## src/rtl/m_cycle.sv

```systemverilog
// Iterative multiply/divide unit: one shift-add or restoring shift-subtract step per cycle, width cycles per op.
// Define MCYCLE_DIV_EN to build the divider; without it, ops 10/11 run the full Busy sequence and return zero.
module m_cycle #(
    parameter int width = 4
) (
    input  logic             CLK,
    input  logic             RESET,
    input  logic             Start,
    input  logic [1:0]       MCycleOp,
    input  logic [width-1:0] Operand1,
    input  logic [width-1:0] Operand2,
    output logic [width-1:0] Result1,
    output logic [width-1:0] Result2,
    output logic             Busy
);

    localparam int            CW        = $clog2(width + 1);
    localparam logic [CW-1:0] LastCount = CW'(width - 1);

    typedef enum logic {IDLE, COMPUTING} state_t;

    state_t           state_q,   state_d;
    logic [CW-1:0]    count_q,   count_d;
    logic             isDiv_q,   isDiv_d;
    logic             resNeg_q,  resNeg_d;
    logic [width-1:0] hi_q,      hi_d;
    logic [width-1:0] lo_q,      lo_d;
    logic [width-1:0] addend_q,  addend_d;
    logic [width-1:0] result1_q, result1_d;
    logic [width-1:0] result2_q, result2_d;
`ifdef MCYCLE_DIV_EN
    logic             remNeg_q,  remNeg_d;
    logic             divZero_q, divZero_d;
`endif

    logic             signedOp;
    logic             aNeg;
    logic             bNeg;
    logic [width-1:0] aMag;
    logic [width-1:0] bMag;

    // Signed operands are reduced to magnitudes at launch; the signs are reapplied at completion.
    always_comb begin
        signedOp = ~MCycleOp[0];
        aNeg     = signedOp & Operand1[width-1];
        bNeg     = signedOp & Operand2[width-1];
        aMag     = aNeg ? -Operand1 : Operand1;
        bMag     = bNeg ? -Operand2 : Operand2;
    end

    logic [width:0]     mulSum;
    logic [2*width-1:0] product;
`ifdef MCYCLE_DIV_EN
    logic [width:0]     divShift;
    logic               divFits;
    logic [width-1:0]   quotient;
    logic [width-1:0]   remainder;
`endif

    always_comb begin
        mulSum = {1'b0, hi_q} + {1'b0, (lo_q[0] ? addend_q : {width{1'b0}})};
`ifdef MCYCLE_DIV_EN
        divShift = {hi_q, lo_q[width-1]};
        divFits  = (divShift >= {1'b0, addend_q});
`endif
    end

    always_comb begin
        state_d   = state_q;
        count_d   = count_q;
        isDiv_d   = isDiv_q;
        resNeg_d  = resNeg_q;
        hi_d      = hi_q;
        lo_d      = lo_q;
        addend_d  = addend_q;
        result1_d = result1_q;
        result2_d = result2_q;
        product   = '0;
`ifdef MCYCLE_DIV_EN
        remNeg_d  = remNeg_q;
        divZero_d = divZero_q;
        quotient  = '0;
        remainder = '0;
`endif

        case (state_q)
            IDLE: begin
                if (Start) begin
                    state_d  = COMPUTING;
                    count_d  = '0;
                    isDiv_d  = MCycleOp[1];
                    resNeg_d = aNeg ^ bNeg;
                    hi_d     = '0;
                    // Multiply shifts the multiplier out of lo; divide shifts the dividend out of lo.
                    lo_d     = MCycleOp[1] ? aMag : bMag;
                    addend_d = MCycleOp[1] ? bMag : aMag;
`ifdef MCYCLE_DIV_EN
                    remNeg_d  = aNeg;
                    divZero_d = (Operand2 == '0);
`endif
                end
            end

            COMPUTING: begin
                count_d = count_q + CW'(1);
`ifdef MCYCLE_DIV_EN
                if (isDiv_q) begin
                    hi_d = divFits ? (divShift[width-1:0] - addend_q) : divShift[width-1:0];
                    lo_d = {lo_q[width-2:0], divFits};
                end else begin
                    hi_d = mulSum[width:1];
                    lo_d = {mulSum[0], lo_q[width-1:1]};
                end
`else
                hi_d = mulSum[width:1];
                lo_d = {mulSum[0], lo_q[width-1:1]};
`endif

                // Last iteration: results are formed from this cycle's step so they land on edge k+width.
                if (count_q == LastCount) begin
                    state_d = IDLE;
                    count_d = '0;
                    product = resNeg_q ? -{hi_d, lo_d} : {hi_d, lo_d};
`ifdef MCYCLE_DIV_EN
                    quotient  = divZero_q ? {width{1'b1}} : (resNeg_q ? -lo_d : lo_d);
                    remainder = remNeg_q ? -hi_d : hi_d;
                    if (isDiv_q) begin
                        result1_d = quotient;
                        result2_d = remainder;
                    end else begin
                        result1_d = product[width-1:0];
                        result2_d = product[2*width-1:width];
                    end
`else
                    if (isDiv_q) begin
                        result1_d = '0;
                        result2_d = '0;
                    end else begin
                        result1_d = product[width-1:0];
                        result2_d = product[2*width-1:width];
                    end
`endif
                end
            end
        endcase
    end

    always_ff @(posedge CLK) begin
        if (RESET) begin
            state_q   <= IDLE;
            count_q   <= '0;
            isDiv_q   <= 1'b0;
            resNeg_q  <= 1'b0;
            hi_q      <= '0;
            lo_q      <= '0;
            addend_q  <= '0;
            result1_q <= '0;
            result2_q <= '0;
`ifdef MCYCLE_DIV_EN
            remNeg_q  <= 1'b0;
            divZero_q <= 1'b0;
`endif
        end else begin
            state_q   <= state_d;
            count_q   <= count_d;
            isDiv_q   <= isDiv_d;
            resNeg_q  <= resNeg_d;
            hi_q      <= hi_d;
            lo_q      <= lo_d;
            addend_q  <= addend_d;
            result1_q <= result1_d;
            result2_q <= result2_d;
`ifdef MCYCLE_DIV_EN
            remNeg_q  <= remNeg_d;
            divZero_q <= divZero_d;
`endif
        end
    end

    assign Result1 = result1_q;
    assign Result2 = result2_q;
    assign Busy    = (state_q == COMPUTING);

endmodule

```

## config.mk

```make
export PLATFORM = sky130hd
export DESIGN_NAME = m_cycle
export DESIGN_NICKNAME = d
export VERILOG_FILES = /design/src/rtl/m_cycle.sv
export SDC_FILE = /design/constraint.sdc
export NUM_CORES = 1
export LEC_CHECK = 0
export CAP_MARGIN = 10
export CORE_MARGIN = 2
export CORE_UTILIZATION = 48
export DETAILED_ROUTE_END_ITERATION = 16
export PLACE_DENSITY_LB_ADDON = 0.1
export SKIP_CTS_REPAIR_TIMING = 1
export SLEW_MARGIN = 25
export SYNTH_ARGS = -nofsm -noshare
export SYNTH_HDL_FRONTEND = slang
export SYNTH_SLANG_ARGS = --single-unit
```

## constraint.sdc

```tcl
create_clock -name CLK -period 1.9 [get_ports CLK]
set_input_delay 0.38 -clock CLK [delete_from_list [all_inputs] [get_ports CLK]]
set_output_delay 0.38 -clock CLK [all_outputs]
set_load 0.1 [all_outputs]
```

==> metrics.txt <==
status finished with violations; failing checks setup timing; core area 0.00303 mm2; average size of a mapped cell 7.97 um2; Finished Core Util 66.6%; Power Density 556 mW/mm2; Cell Int Power 0.803 mW; Synth top area share 34.6%; crit path time final 1.99 ns; Achievable Freq 0.503 GHz; chip width 60.0 um; Antenna Violating Nets Remaining 0; CTS root buffer clkbuf_4; Clk network pwr share 25.7%; sw frac 28.3%; worst min path class reg -> reg; part of the Yosys area used for sequential elements 34.6%; Clk Latency, worst-skew pair 0.33 ns; Seq pwr share 52.6%; fraction of layout cells with a size suffix above 1 24.0%; Final Slew Violations 0; Synth area leader dfxtp_1; commonest register cell after synthesis dfxtp_1; maximum clock insertion buffer count 2; Design Power 1.12 mW; critical path type reg -> reg; Synth Register Bits 26; RePlAce Congestion 0.877; initial antenna violation count 0; die height 60.0 um; Final #Nets 252; switching power 0.317 mW; Worst R2R Start addend_q[0]$_SDFFE_PP0P_; Post-Route WL 3.40 mm; H-Tree Level Count 1; Crit. End Element flop; Slew @ Worst Pin 0.451 ns; syn_nets 211; CTS clk-pin slew, worst paths 0.14 ns; maximum VDD drop 0.000374 V; DRT iter0 DRCs 32; WL/cell 12.4 um; maximum capacitance violations 0; Antenna diodes 0; vias in the first global route 1393; TritonCTS Buffers 3; Vias 1404; Buffers on Ports 21; initial core utilization 49.8%; Via density 5.14; Area contributors post-synth dfxtp_1 (35%), ha_1 (6.6%), mux2i_1 (6.6%); final worst slack -0.0868 ns; GRT Overall Usage 20.9%; Pre-antenna DRT Iters 4; Hold Vio Cnt, Final 0; Syn Inst Count 189; Distinct cells, synth 32; startpoint type of the worst setup path flop; Top Ports 22; final setup vio count 1; Leak 0.847 nW; Hold Path Origin count_q[2]$_SDFFE_PP0P_; Post-synth EDFFs 0; Critical Path Start addend_q[0]$_SDFFE_PP0P_; Warnings, synthesis 0; Cell Area, Synth 0.00151 mm2; Worst Clk Skew 0.00169 ns; unrepaired setup endpoints after global routing true; Layout area overhead 33.8%; Filler cells 271; first-pass GRT wire length 5.74 mm; Async SR Flop Fraction 0%; WP data arrival 2.22 ns; standard-cell rows 20; period utilization 105%; largest net degree at the start of global routing 17; CTS tree done; Sink Count 26; logic gate share of total power 21.7%; worst path required time 2.13 ns; Detail Placement HPWL 2.66 mm; Slew HR 69.9%; total global routing overflow 0; DRC violations left 0; DIE AREA 0.00360 mm2; worst-path fanout max 2
## per-stage QoR
stage / setup slack (ns) / instance area [um2] / hold WS, ns / TNS [ns] / cells
floorplan: -0.0109 / 1510 / 0.415 / -0.0181 / 189
global placement: -0.104 / 1900 / 0.426 / -0.271 / 268
detailed placement: -0.173 / 1900 / 0.440 / -0.494 / 268
CTS: -0.171 / 1940 / 0.459 / -0.261 / 272
global route: -0.184 / 2020 / 0.486 / -0.228 / 273
finish: -0.0868 / 2020 / 0.453 / -0.0868 / 273
## cell usage in the layout (no fill, tap or decap), types with 2 or more instances in the layout
cell type / n
xor2_2: 2
and2_1: 3
o21ai_0: 9
nand3_1: 3
inv_2: 3
mux2i_1: 10
clkdlybuf4s50_1: 12
nor2_1: 21
a21oi_1: 11
dfxtp_1: 23
nor3_1: 8
a21o_1: 2
nor3b_1: 7
ha_1: 7
a211oi_1: 5
clkbuf_4: 3
dfxtp_2: 3
nor2b_1: 7
xnor2_1: 8
inv_1: 9
a21oi_2: 2
nand2_1: 19
buf_4: 32
## worst max-delay path, cell delays in order (launching register included)
cell and delay (ns):
dfxtp_2 0.36, and2_4 0.15, ha_4 0.13, inv_2 0.04, fa_2 0.40, or2b_1 0.26
a21oi_2 0.18, nor2_2 0.06, a311oi_2 0.26, nand2_1 0.07
## worst paths after layout
| kind | endpoint | slack [ns] | cells after the start |
|---|---|---|---|
| max | Result2[3]$_SDFFE_PP0P_ | -0.09 | 9 |
| min | count_q[2]$_SDFFE_PP0P_ | 0.45 | 2 |
| max reg2reg | Result2[3]$_SDFFE_PP0P_ | -0.09 | 9 |
| min reg2reg | count_q[2]$_SDFFE_PP0P_ | 0.45 | 2 |
## registers in the layout, summed over array words and instances, names as in the netlist
register	flops
addend_q	4
Busy	1
Result1	4
isDiv_q	1
resNeg_q	1
lo_q	4
hi_q	4
count_q	3
Result2	4
## Yosys cell counts (all sizes together), types with 2 or more instances
cell     n
a21oi   14
nand2   20
xor2     3
nor3b    7
a21o     2
a211oi   5
dfxtp   26
ha       8
nand3    3
nor2b    7
inv     12
nor2    22
xnor2    8
clkbuf   5
o31ai    2
nor3     8
mux2i   10
and2     4
buf      4
o21ai   10
## logic make-up after synthesis
kind of cell | synth area share [%]
and+or+nand+nor | 24.0
AOI/OAI and AO/OA | 15.0
DFF | 34.6
buffers and inverters | 5.48
xor gates and xnor gates | 6.40
muxes | 6.64
adders and majority gates | 7.97
## power groups by stage
stage                     clock [mW]  combinational, mW  sequential (mW)
after floorplan                    0              0.133            0.600
after global placement             0              0.227            0.598
after detailed placement           0              0.233            0.600
after CTS                      0.291              0.234            0.588
after global routing           0.308              0.269            0.593
final                          0.288              0.243            0.589
## metal layers
metal / GRT usage, % / vias up / wire length, um
met5: 0 / - / 0
met4: 9.84 / 0 / 57
met3: 3.68 / 6 / 110
met2: 37.1 / 34 / 1770
met1: 24.1 / 642 / 1460
li1: - / 722 / -
## layout make-up
type	instances	area [um2]	share of cell area (%)
inverters	12	45.0	2.23
clock buffers	4	36.3	1.80
well taps	44	55.1	2.73
multi-input cells	142	975	48.4
repair buffers	45	380	18.9
flip-flops and latches	26	524	26.0
(Power assumes the default switching activity.)
